==> config.mk <==
export PLATFORM = sky130hd
export DESIGN_NAME = simd_vector_feeder
export DESIGN_NICKNAME = d
export VERILOG_FILES = /design/src/rtl/simd_vector_feeder.sv
export SDC_FILE = /design/constraint.sdc
export NUM_CORES = 1
export LEC_CHECK = 0
export CAP_MARGIN = 10
export CORE_UTILIZATION = 43
export DETAILED_ROUTE_END_ITERATION = 6
export HOLD_SLACK_MARGIN = 0.05
export PLACE_DENSITY = 0.81
export SETUP_SLACK_MARGIN = 0.05
export SLEW_MARGIN = 30
export SYNTH_ARGS = -nofsm -noshare
export SYNTH_HDL_FRONTEND = slang
export SYNTH_SLANG_ARGS = --single-unit
==> constraint.sdc <==
create_clock -name clk -period 1.6 [get_ports clk]
set_input_delay 0.24 -clock clk [delete_from_list [all_inputs] [get_ports clk]]
set_output_delay 0.24 -clock clk [all_outputs]
set_load 0.1 [all_outputs]
==> src/rtl/simd_vector_feeder.sv <==
// Packs a serial stream of signed (a,b) element pairs into NUM_LANES-wide framed beats.
// Optional macro SIMD_FEEDER_ZERO_LEN_EN: a zero-length command emits one all-zero start/last beat.
module simd_vector_feeder #(
    parameter int NUM_LANES    = 4,
    parameter int ELEM_W       = 16,
    parameter int MAX_NUM_ELEM = 64,
    parameter int LEN_W        = $clog2(MAX_NUM_ELEM + 1)
) (
    input  logic                               clk,
    input  logic                               rst,
    input  logic                               cmd_valid_i,
    input  logic [LEN_W-1:0]                   cmd_len_i,
    output logic                               cmd_ready_o,
    input  logic                               elem_valid_i,
    input  logic signed [ELEM_W-1:0]           elem_a_i,
    input  logic signed [ELEM_W-1:0]           elem_b_i,
    output logic                               elem_ready_o,
    output logic                               valid_o,
    output logic                               start_o,
    output logic                               last_o,
    output logic [NUM_LANES-1:0][ELEM_W-1:0]   A,
    output logic [NUM_LANES-1:0][ELEM_W-1:0]   B,
    input  logic                               out_ready_i
);
    localparam int SLOT_W = $clog2(NUM_LANES + 1);

    typedef enum logic [1:0] {IDLE, FILL, SEND} state_t;

    state_t            state, state_nxt;
    logic [SLOT_W-1:0] slot;
    logic [LEN_W-1:0]  remaining;
    logic [LEN_W-1:0]  len_clamp;
    logic              first;
    logic              cmd_fire, elem_fire, out_fire, lane_clr;

    assign len_clamp = (cmd_len_i > LEN_W'(MAX_NUM_ELEM)) ? LEN_W'(MAX_NUM_ELEM) : cmd_len_i;

    assign cmd_ready_o  = (state == IDLE);
    assign elem_ready_o = (state == FILL);
    assign valid_o      = (state == SEND);
    assign start_o      = valid_o && first;
    assign last_o       = valid_o && (remaining == '0);

    assign cmd_fire  = cmd_valid_i && cmd_ready_o;
    assign elem_fire = elem_valid_i && elem_ready_o;
    assign out_fire  = valid_o && out_ready_i;

    always_comb begin
        state_nxt = state;
        lane_clr  = 1'b0;
        case (state)
            IDLE: begin
                if (cmd_fire) begin
                    if (len_clamp != '0) begin
                        state_nxt = FILL;
                        lane_clr  = 1'b1;
                    end
`ifdef SIMD_FEEDER_ZERO_LEN_EN
                    else begin
                        state_nxt = SEND;
                        lane_clr  = 1'b1;
                    end
`else
                    else begin
                        state_nxt = IDLE;
                    end
`endif
                end
            end
            FILL: begin
                if (elem_fire && (slot == SLOT_W'(NUM_LANES - 1) || remaining == LEN_W'(1)))
                    state_nxt = SEND;
            end
            SEND: begin
                if (out_fire) begin
                    if (remaining == '0) begin
                        state_nxt = IDLE;
                    end else begin
                        state_nxt = FILL;
                        lane_clr  = 1'b1;
                    end
                end
            end
            default: state_nxt = IDLE;
        endcase
    end

    always_ff @(posedge clk) begin
        if (rst) begin
            state     <= IDLE;
            slot      <= '0;
            remaining <= '0;
            first     <= 1'b0;
        end else begin
            state <= state_nxt;
            case (state)
                IDLE: if (cmd_fire) begin
                    remaining <= len_clamp;
                    first     <= 1'b1;
                    slot      <= '0;
                end
                FILL: if (elem_fire) begin
                    slot      <= slot + SLOT_W'(1);
                    remaining <= remaining - LEN_W'(1);
                end
                SEND: if (out_fire) begin
                    first <= 1'b0;
                    slot  <= '0;
                end
                default: ;
            endcase
        end
    end

    // Lanes are zeroed on every FILL entry so a short tail beat is zero-padded.
    always_ff @(posedge clk) begin
        if (rst || lane_clr) begin
            A <= '0;
            B <= '0;
        end else if (elem_fire) begin
            for (int l = 0; l < NUM_LANES; l++) begin
                if (slot == SLOT_W'(l)) begin
                    A[l] <= elem_a_i;
                    B[l] <= elem_b_i;
                end
            end
        end
    end
endmodule

==> results by group <==
Pwr
  – Tot Pwr: 9.054 mW
  – Lkg Pwr: 3.605 nW
  – Max IR drop VDD: 0.0006648 V
  – Switch share: 24.92%
  – Net Switching: 2.256 mW
  – Combinational cell fraction of total power: 13.9%
  – Power Density: 872.7 nW/um^2
  – P_int: 6.797 mW
  – Clock power share: 46.2%
  – Sequential share of power: 39.9%

Outcome
  – Failing checks: setup timing
  – Status: complete, but fails checks

Finish
  – # diodes: 0
  – Most common cell after layout, fill and taps aside: nand2_1
  – Register Area: 2828 sq um
  – Multi-input gate area: 2778 sq um
  – Most frequent cells in the layout: 262 x nand2_1, 153 x buf_12, 137 x dfxtp_1
  – Final net count: 942
  – Final Core Density: 77.72%
  – Layout cells sized above 1: 41.86%
  – Post-Layout Inst Area: 10,370 sq um
  – Layout area overhead: 75.55%
  – Filler Cell Count: 819

Logic synthesis
  – Post-synthesis cell area: 5909 sq um
  – Largest area contributor in the netlist: dfxtp_1
  – Top_reg_cell synth: dfxtp_1
  – Register bit total from synthesis: 141
  – Ranking of synthesized cells by area: dfxtp_1 48%, a21oi_2 18%, nand2_1 17%
  – Post-synthesis cell type count: 36
  – Syn_area_per_cell: 8.768 sq um
  – Syn_nets: 726
  – Area share of the largest cell type after synthesis: 47.77%
  – Number of flops mapped to enable cells by yosys: 0
  – Syn Inst Count: 674
  – Register area share after synthesis: 47.77%
  – Yosys warning count: 0
  – Fraction of registers with async set or reset after synthesis: 0%

Drt
  – Post-DR wirelength/cell: 17.58 um
  – Initial DRC Count: 356
  – Pre-Repair DR Iteration Count: 5
  – DR vias: 5,628
  – Vias per cell: 5.216
  – Residual DRC: 0
  – Final ANT Viol Nets: 0
  – Drt total wl: 18,970 um

Timing
  – Final Hold Vio Count: 0
  – Final min period: 2.123 ns
  – Max Freq: 0.4709 GHz
  – Worst slew pin tran: 0.4139 ns
  – Max Slew Vio Count: 0
  – Rel. slew slack: 72.16%
  – Final Cycle Share: 132.7%
  – Skew final: 0.005044 ns
  – Setup Viol. Count Final: 132
  – RSZ-0062 raised after global routing: true
  – Worst setup slack after layout: -0.5234 ns

Placement
  – DP Area: 9594 sq um
  – Routability cong.: 0.9024
  – HPWL after DPL: 13,020 um
  – Port buffer count: 176

Global routing
  – Pin count of the biggest net entering global routing: 33
  – Global route overflow: 0
  – GRT Util Overall: 26.78%
  – Antenna violations before repair: 0
  – First-pass GRT wire length: 29,660 um
  – Vias in the first global route: 5,661

Worst hold path
  – Min-delay worst type: input pin to flip-flop
  – Hold path depth: 3
  – Hold Path Origin: elem_a_i[15]
  – WHS Endpoint: A[31]

CTS
  – Root Buffer: clkbuf_16
  – CTS tree: yes
  – Buffer levels on the longest clock path: 2
  – Later-pin clock latency in the skew report: 0.42 ns
  – H-tree lvl count: 4
  – Worst-path clk slew: 0.06 ns
  – CTS Buf Count: 17
  – Clk sinks: 141

Setup path
  – Reg2reg setup slack: -0.35 ns
  – Required time of the critical path: 1.36 ns
  – Critical path data arrival time: 1.88 ns
  – FF-to-FF path depth: 7
  – Reg-to-reg critical path startpoint: remaining[2]
  – CP Capture Type: output port
  – Worst Setup Start Kind: flip-flop
  – R2r endpoint: B[50]
  – CP Class: flip-flop to output port
  – Critical path peak fanout: 2

Floorplan
  – Die Wd: 119.2 um
  – Starting density of the core: 44.27%
  – I/O pin count: 177
  – Total die area: 14,220 sq um
  – Die Y: 119.2 um
  – Core Box Area: 13,350 sq um
  – Row cnt: 42

Job
  – Maxcap violations: 0
## layout make-up
type / instances / share of cell area [%]
well taps: 176 / 2.123
multi-input cells: 477 / 26.78
clock buffers: 22 / 4.475
inverters: 10 / 0.3860
clock inverters: 10 / 1.556
flip-flops and latches: 141 / 27.26
repair buffers: 243 / 37.43
## critical path: stages (launching register included)
cell     delay, ns
dfxtp_2       0.32
or4_4         0.55
nor3b_4       0.24
and2_4        0.19
buf_12        0.16
## power by group through the flow
stage	Clock (mW)	Combinational (mW)	Sequential (mW)
2_1_floorplan	0	0.512	3.85
3_3_place_gp	0	1.16	3.68
3_5_place_dp	0	1.18	3.68
4_1_cts	4.21	1.22	3.61
5_1_grt	4.40	1.32	3.61
6_report	4.18	1.26	3.61
## per-stage QoR
stage | std cells | hold WS, ns | setup WS (ns) | TNS [ns]
5_1_grt | 1079 | 0.4850 | -0.5672 | -45.71
3_3_place_gp | 1037 | 0.4688 | -0.5603 | -71.07
4_1_cts | 1075 | 0.4607 | -0.5484 | -34.05
3_5_place_dp | 1037 | 0.4713 | -0.6151 | -75.42
6_report | 1079 | 0.4748 | -0.5234 | -39.24
2_1_floorplan | 674 | 0.3128 | -0.2382 | -29.33
## timing repair
| action | CTS | global route |
|---|---|---|
| gates resized for setup | 9 | 7 |
| pin swaps | 2 | 6 |
| endpoints found under the setup margin | 132 | 137 |
| hold buffers | 0 | 0 |
| cloned | 0 | 1 |
| setup buffers | 6 | 4 |
## flip-flops by register name, indices dropped and copies added, names as in the netlist
name and flops:
first 1, A 64, state 2, B 64, remaining 7, slot 3
## per-layer routing
| layer | up-vias | part of all wire, % | global-route usage (%) |
|---|---|---|---|
| met5 | - | 0 | 0 |
| met4 | 0 | 1.7 | 9.731 |
| met3 | 34 | 7.1 | 7.471 |
| met2 | 231 | 51 | 46.66 |
| met1 | 2726 | 40 | 31.12 |
| li1 | 2637 | - | - |
## synthesized netlist by cell type, types with 2 or more instances
| cell type | instances |
|---|---|
| nand2_1 | 263 |
| dfxtp_1 | 141 |
| a21oi_2 | 120 |
| clkbuf_1 | 31 |
| a21oi_1 | 21 |
| buf_12 | 11 |
| nor2_1 | 11 |
| inv_1 | 10 |
| ha_1 | 8 |
| nand3_1 | 7 |
| nor3b_1 | 6 |
| o21ai_0 | 6 |
| and2_1 | 5 |
| and3_1 | 4 |
| buf_6 | 3 |
| nor3_1 | 3 |
| a211oi_1 | 2 |
| mux2i_1 | 2 |
| nor4_1 | 2 |
| o21a_1 | 2 |
## worst max-delay path by stage
stage | depth (start not counted) | from | slack (ns) | to
floorplan | 6 | state[1] | -0.24 | B[0]
global placement | 8 | cmd_len_i[3] | -0.56 | A[35]
CTS | 4 | remaining[5] | -0.55 | last_o
detailed placement | 8 | cmd_len_i[3] | -0.62 | B[48]
global route | 4 | remaining[2] | -0.57 | last_o
finish | 4 | remaining[2] | -0.52 | last_o
## cells by family (layout without fill, tap and decap cells)
| group | Yosys count | count (layout) | synth area share [%] |
|---|---|---|---|
| simple gates | 311 | 311 | 21.72 |
| compound gates | 156 | 156 | 21.51 |
| flops | 141 | 141 | 47.77 |
| buf+inv | 56 | 285 | 6.966 |
| fa+ha+maj | 8 | 8 | 1.694 |
| mux | 2 | 2 | 0.3388 |
(Power assumes the default switching activity.)
